==> src/rtl/core_pkg.sv <==
// Shared writeback types: default widths, result source encodings, beat layout.
// Latency: n/a (declarations only).
// Backpressure: n/a.
package core_pkg;

    localparam int WIDTH_DEF = 32;
    localparam int RDW_DEF   = 5;

    typedef enum logic [1:0] {
        RS_ALU = 2'd0,
        RS_MEM = 2'd1,
        RS_PC4 = 2'd2,
        RS_IMM = 2'd3
    } result_src_e;

    typedef struct packed {
        logic [WIDTH_DEF-1:0] result;
        logic [RDW_DEF-1:0]   rd;
        logic                 reg_write;
    } wb_beat_t;

    // Occupancy of the writeback elastic buffer.
    typedef enum logic [1:0] {
        ST_EMPTY = 2'd0,
        ST_ONE   = 2'd1,
        ST_TWO   = 2'd2
    } pipe_state_e;

endpackage

==> src/rtl/result_sel.sv <==
// NSRC-way writeback source select; out-of-range selects give zero and raise sel_oob.
// Latency: combinational.
// Backpressure: none (no state).
module result_sel #(
    parameter int WIDTH = 32,
    parameter int NSRC  = 4,
    parameter int SELW  = $clog2(NSRC)
) (
    input  logic [NSRC*WIDTH-1:0] src_data,
    input  logic [SELW-1:0]       sel,
    output logic [WIDTH-1:0]      data,
    output logic                  sel_oob
);

    always_comb begin
        data    = '0;
        sel_oob = 1'b1;
        for (int k = 0; k < NSRC; k++) begin
            if (sel == SELW'(k)) begin
                data    = src_data[k*WIDTH +: WIDTH];
                sel_oob = 1'b0;
            end
        end
    end

endmodule

==> src/rtl/wb_result_pipe.sv <==
// Registered writeback result mux feeding a two-entry (main + skid) elastic buffer.
// Latency: 1 cycle from accept to outputs; full throughput with out_ready high.
// Backpressure: in_ready depends only on state (low when both entries are full).
module wb_result_pipe
    import core_pkg::*;
#(
    parameter int WIDTH = WIDTH_DEF,
    parameter int NSRC  = 4,
    parameter int SELW  = $clog2(NSRC),
    parameter int RDW   = RDW_DEF
) (
    input  logic                  clk,
    input  logic                  rst_n,
    input  logic                  in_valid,
    output logic                  in_ready,
    input  logic [NSRC*WIDTH-1:0] src_data,
    input  logic [SELW-1:0]       result_src,
    input  logic [RDW-1:0]        in_rd,
    input  logic                  in_reg_write,
    output logic                  out_valid,
    input  logic                  out_ready,
    output logic [WIDTH-1:0]      result,
    output logic [RDW-1:0]        out_rd,
    output logic                  out_reg_write,
    output logic                  sel_err
);

    typedef struct packed {
        logic [WIDTH-1:0] result;
        logic [RDW-1:0]   rd;
        logic             reg_write;
    } beat_t;

    pipe_state_e      state, state_nxt;
    beat_t            main_q, skid_q, beat_in;
    logic [WIDTH-1:0] sel_data;
    logic             sel_oob;
    logic             acc, drn;
    logic             load_main, load_skid, pop_skid;

    result_sel #(
        .WIDTH (WIDTH),
        .NSRC  (NSRC),
        .SELW  (SELW)
    ) u_sel (
        .src_data (src_data),
        .sel      (result_src),
        .data     (sel_data),
        .sel_oob  (sel_oob)
    );

    always_comb begin
        beat_in           = '0;
        beat_in.result    = sel_data;
        beat_in.rd        = in_rd;
        beat_in.reg_write = in_reg_write;
    end

    assign in_ready      = (state != ST_TWO);
    assign out_valid     = (state != ST_EMPTY);
    assign acc           = in_valid && in_ready;
    assign drn           = out_valid && out_ready;
    assign result        = main_q.result;
    assign out_rd        = main_q.rd;
    assign out_reg_write = main_q.reg_write;

    always_comb begin
        state_nxt = state;
        load_main = 1'b0;
        load_skid = 1'b0;
        pop_skid  = 1'b0;
        unique case (state)
            ST_EMPTY: begin
                if (acc) begin
                    state_nxt = ST_ONE;
                    load_main = 1'b1;
                end
            end
            ST_ONE: begin
                if (acc && drn) begin
                    load_main = 1'b1;
                end else if (acc) begin
                    state_nxt = ST_TWO;
                    load_skid = 1'b1;
                end else if (drn) begin
                    state_nxt = ST_EMPTY;
                end
            end
            ST_TWO: begin
                // in_ready is low here, so only a drain can happen.
                if (drn) begin
                    state_nxt = ST_ONE;
                    pop_skid  = 1'b1;
                end
            end
            default: state_nxt = ST_EMPTY;
        endcase
    end

    always_ff @(posedge clk or negedge rst_n) begin
        if (!rst_n) begin
            state   <= ST_EMPTY;
            main_q  <= '0;
            skid_q  <= '0;
            sel_err <= 1'b0;
        end else begin
            state <= state_nxt;
            if (load_main) begin
                main_q <= beat_in;
            end else if (pop_skid) begin
                main_q <= skid_q;
            end
            if (load_skid) begin
                skid_q <= beat_in;
            end
            if (acc && sel_oob) begin
                sel_err <= 1'b1;
            end
        end
    end

endmodule
==> config.mk <==
export PLATFORM = sky130hd
export DESIGN_NAME = wb_result_pipe
export DESIGN_NICKNAME = d
export VERILOG_FILES = /design/src/rtl/core_pkg.sv /design/src/rtl/result_sel.sv /design/src/rtl/wb_result_pipe.sv
export SDC_FILE = /design/constraint.sdc
export NUM_CORES = 1
export LEC_CHECK = 0
export BUFFER_PORTS_ARGS = -buffer_cell sky130_fd_sc_hd__buf_2
export CAP_MARGIN = 15
export CORE_ASPECT_RATIO = 0.6
export CORE_UTILIZATION = 43
export CTS_CLUSTER_SIZE = 10
export DETAILED_ROUTE_END_ITERATION = 10
export GPL_ROUTABILITY_DRIVEN = 0
export GPL_TIMING_DRIVEN = 0
export PLACE_DENSITY = 0.76
export SETUP_SLACK_MARGIN = 0.05
export SYNTH_ARGS = -nofsm -noshare
export SYNTH_HDL_FRONTEND = slang
export SYNTH_HIERARCHICAL = 1
export SYNTH_SLANG_ARGS = --single-unit
export TNS_END_PERCENT = 5
==> constraint.sdc <==
create_clock -name clk -period 1.3 [get_ports clk]
set_input_delay 0.13 -clock clk [delete_from_list [all_inputs] [get_ports clk]]
set_output_delay 0.13 -clock clk [all_outputs]
set_load 0.1 [all_outputs]
After elaboration in Yosys (flattened, before gate mapping)
Cells that the tools add are included.
- flip-flop bits (word level): 79
- logic and storage cells: 50
- equality and inequality tests: 10
- multiplexer cells: 23
- reductions and logical operators: 9
- operators with widths (operator ; count):
    $mux W32 ; 4
    $mux W38 ; 2
    $mux W1 ; 10
    $mux W2 ; 5
    $ne A2 B2 Y1 const B ; 4
    $eq A2 B2 Y1 const B ; 3
    $pmux W2 S3 ; 1
    $eq A2 B1 Y1 const B ; 2
    $logic_and A1 B1 Y1 ; 4
    $logic_not A2 Y1 ; 2
    $reduce_and A4 Y1 ; 1
    $reduce_bool A2 Y1 ; 2
    $ne A3 B3 Y1 const B ; 1
    $pmux W1 S2 ; 1

Longest topological paths before layout
- depth after elaboration: 6
- mapped depth: 5

Hierarchy
The synthesis kept the hierarchy.
- modules (own cells, without submodules) (module ; times used ; cells each ; area each (µm²)):
    wb_result_pipe ; 1 ; 225 ; 3360.7
    result_sel ; 1 ; 41 ; 825.8

Worst setup path after synthesis
OpenSTA, ideal clock, no wires.
- path type: reg2reg
- start point: reg state[0]
- end point: reg state[1]
- library setup time: 173 ps
- arrival time: 1325 ps
- data required time: 1127 ps
- slack: -198 ps
- stages on the path, launching flop included: 3
- path through: dfrtp_1 -> nand2b_1 -> a21oi_1
- longest elaborated chain between the ends: 5
- elaborated cells between the ends (all ways): 16
- classes of those cells: 7 x eq/ne; 3 x mux; 6 x reduce/logical
- RTL lines (element ; line ; text):
    start, declared ; wb_result_pipe.sv:34 ; pipe_state_e state, state_nxt;
    start signal, assigned ; wb_result_pipe.sv:107 ; state <= state_nxt;
    $ne A2 B2 Y1 * ; wb_result_pipe.sv:59 ; assign in_ready = (state != ST_TWO);
    named net in_ready ; wb_result_pipe.sv:15 ; output logic in_ready,
    $logic_and A1 B1 Y1 * ; wb_result_pipe.sv:61 ; assign acc = in_valid && in_ready;
    $mux W2 / $logic_and A1 B1 Y1 (equally long branches) ; wb_result_pipe.sv:82, wb_result_pipe.sv:80 ;
    $mux W2 / $ne A2 B2 Y1 (equally long branches) ; -- ;
    $pmux W2 S3 / $reduce_and A4 Y1 (equally long branches) ; -- ;
Mark *: on every way through the listed nets, which the timed path passes. The rest lies on a longest branch. The select of a mux whose other input is x is not followed.
A chain may end at the register's enable or synchronous reset.

Worst setup path in the final report
- start point: reg state[0]
- end point: reg main_q (netlist bit result[3])
- longest elaborated chain between the ends: 6
- elaborated cells between the ends (all ways): 15
- classes of those cells: 3 x eq/ne; 6 x mux; 6 x reduce/logical
- RTL lines (element ; line ; text):
    $ne A2 B2 Y1 / $reduce_bool A2 Y1 (equally long branches) ; wb_result_pipe.sv:59, wb_result_pipe.sv:60 ;
    $logic_and A1 B1 Y1 (on tied branches) ; wb_result_pipe.sv:61, wb_result_pipe.sv:62 ;
    $logic_and A1 B1 Y1 ; wb_result_pipe.sv:80 ; if (acc && drn) begin
    $mux W1 ; wb_result_pipe.sv:80 ;
    $pmux W1 S2 ; wb_result_pipe.sv:72 ; unique case (state)
    $mux W38 / $reduce_bool A2 Y1 (equally long branches) ; -- ;
    end signal, assigned ; wb_result_pipe.sv:109 ; main_q <= beat_in;
    end signal, assigned ; wb_result_pipe.sv:111 ; main_q <= skid_q;
    end, declared ; wb_result_pipe.sv:35 ; beat_t main_q, skid_q, beat_in;
Parallel ways exist; a longest one is shown, timed or not.

==> flow_summary_export.csv <==
group,metric,value,unit
power_and_ir_drop,power.leakage,2.63,nW
setup_path,endpoint_kind,"flop",
setup_path,start_kind,"flop",
min_path,min_path_type,"primary input to flop",
power_and_ir_drop,pwr-share-seq,0.317,
setup_path,ff2ff_setup_slack,-0.13,ns
die,rows,27,
setup_path,cpPeakStageDelay,0.43,ns
synth,syn_area_per_cell,15.7,um2
die,coreArea,9320,um2
setup_path,critPathBufInv,2,
detailed_routing,drc,0,
power_and_ir_drop,power.density,2100,nW/um2
placement,hpwlAfterDp,7520,um
timing,period_minus_slack,1.43,ns
timing,fin_skew,0.00440,ns
detailed_routing,drtAntennaViolNets,0,
timing,layout_setup_ws,-0.130,ns
detailed_routing,finalWirelength,10200,um
clock_network,numCtsBuffers,9,
power_and_ir_drop,p_total,12.4,mW
synth,yosys.cell_types.count,26,
grt,grt_max_degree,45,
cells_and_area,nets,602,
min_path,min_path_cells,2,
die,die_h,78.4,um
synth,postSynthNetCount,406,
setup_path,worstPathCellList,"nand3b_1, buf_6, clkbuf_8, or2_1, o221a_1",
synth,synth.ff_latch_count,79,
detailed_routing,wl_per_cell,17.1,um
placement,post_dp_cell_area,5290,um2
detailed_routing,via_count,3157,
status,status,"finished, violations left",
timing,finalHoldViolations,0,
power_and_ir_drop,switchingPower,5.30,mW
status,violations,"setup timing",
clock_network,tritoncts,"done",
grt,grt_pass1_wl,16300,um
grt,grt_pass1_vias,3247,
cells_and_area,layout_common_cells,"buf_2, dfrtp_1, buf_4",
timing,maxSlewViolCount,0,
cells_and_area,areaGrowthSynthToFinish,40.7,%
cells_and_area,drive_gt1_frac,0.691,
synth,syn_area,4190,um2
power_and_ir_drop,p_comb_frac,0.467,
placement,dp_slack,-0.246,ns
setup_path,critical_path.top_delay_family,"simple AND/OR/NAND/NOR gates",
setup_path,worstSetupPathDepth,5,
setup_path,setup.worst_path.class,"flop to flop",
die,initial_core_util,0.449,
clock_network,clk_pin_slew_worst_paths,0.06,ns
die,die_w,129,um
setup_path,cp_data_required_time,1.53,ns
detailed_routing,drtIter0Drc,113,
detailed_routing,drt_pass1_iterations,4,
power_and_ir_drop,peakVddDrop,1.49,mV
clock_network,ctsHtreeMaxLevel,3,
synth,yosys.area.top_type,"dfrtp_1",
synth,seq_area_frac_synth,0.472,
placement,io_buffers,179,
cells_and_area,design_area,5890,um2
setup_path,r2r_cells,5,
die,dieArea,10100,um2
synth,ys_top_cells_by_area,"dfrtp_1, mux4_2, mux2_4, o221a_1, mux2_2",
synth,synth_cells,266,
clock_network,cts-root-buf,"clkbuf_16",
timing,final_min_period_over_clock_period,1.10,
synth,yosysWarnings,6,
clock_network,cts_max_path_buffers,2,
die,num_io_pins,181,
detailed_routing,viasPerCell,5.29,
grt,antenna_found_initial,1,
timing,max_freq,0.699,GHz
setup_path,critical_path.max_fanout,10,
timing,rsz0062_at_grt,"yes",
power_and_ir_drop,internal_power,7.09,mW
timing,setup_violations,74,
timing,hold_ws,0.0262,ns
clock_network,cts_sinks,79,
setup_path,arrival,1.66,ns
clock_network,clk_latency,0.34,ns
power_and_ir_drop,clkPwrFrac,0.215,
cells_and_area,final_common_cell,"buf_2",
grt,grt_usage,0.215,
synth,synth_top_area_frac,0.472,
job,maxCapViolations,0,
power_and_ir_drop,sw_frac_of_total,0.427,
grt,grt.overflow.total,0,
setup_path,cp_slowest_cell,"dfrtp_2",
cell usage after synthesis, drive strengths merged:
| library cell | instances |
|---|---|
| o22ai | 1 |
| mux2 | 38 |
| o221a | 38 |
| or2 | 39 |
| mux2i | 1 |
| clkbuf | 3 |
| dfrtp | 79 |
| a21oi | 2 |
| nand3b | 1 |
| and2b | 1 |
| a31o | 1 |
| nor2 | 1 |
| nor2b | 1 |
| conb | 1 |
| buf | 21 |
| nand2 | 2 |
| mux4 | 32 |
| nand2b | 3 |
| o21ai | 1 |
per-stage QoR:
step	cells	util	setup TNS, ns
after floorplan	266	-	-3.20
after global placement	575	0.565	-44.67
after detailed placement	576	0.567	-12.70
after CTS	594	0.628	-7.29
after global routing	596	0.631	-11.52
final	597	0.632	-7.08
logic make-up after synthesis:
| logic type | Yosys count | synth area share |
|---|---|---|
| buffers and inverters | 24 | 0.0499 |
| and+or+nand+nor | 48 | 0.0711 |
| muxes | 71 | 0.296 |
| DFF | 79 | 0.472 |
| other | 1 | 0.000896 |
| AOI/OAI and AO/OA | 43 | 0.109 |
worst reg2reg max path, delay by kind of cell, from the launching register on:
family | cells | cell delay [ns]
buffers and inverters | 2 | 0.33
DFF | 1 | 0.43
AOI/OAI and AO/OA | 1 | 0.12
and+or+nand+nor | 2 | 0.44
cell type report:
cell class | instances | area (um2)
clock inverter | 4 | 70.1
buffer | 24 | 285
tap | 130 | 163
fill | 750 | 3430
sequential | 79 | 1980
timing repair buffer | 185 | 1090
multi-input combinational | 163 | 2060
clock buffer | 11 | 243
antenna | 1 | 2.50
per-layer routing:
metal  vias to the layer above  wire length, um  track usage
met5                         -                0            0
li1                       1437                -            -
met4                         0              115       0.0635
met3                        11              732       0.0661
met1                      1584             4570        0.287
met2                       125             4770        0.339
power by group through the flow:
stage,sequential (mW),combinational [mW],clock [mW]
after floorplan,6.56,1.66,0
after detailed placement,3.90,5.42,0
final,3.93,5.79,2.67
after global placement,3.86,5.33,0
after CTS,3.92,5.80,2.73
after global routing,4.05,6.02,2.83
flip-flops by register name, indices dropped and copies added, names as in the netlist:
register	flops
out_rd	5
state	2
out_reg_write	1
sel_err	1
result	32
skid_q	38
worst paths after layout:
check                          start         to
min in group asynchronous      rst_n  out_rd[0]
max reg2reg                 state[0]  result[3]
max in group asynchronous      rst_n   state[1]
min                        out_ready   state[1]
min reg2reg                  sel_err    sel_err
max                         state[0]  result[3]
repair_timing:
| action | CTS | global route |
|---|---|---|
| buffers inserted | 2 | 2 |
| hold buffers | 1 | 0 |
| setup endpoints to repair | 117 | 78 |
| pin swaps | 0 | 0 |
| gates resized for setup | 76 | 6 |
| endpoints found under the hold margin | 35 | 0 |
Note: power is estimated with default switching activity, not from simulation.
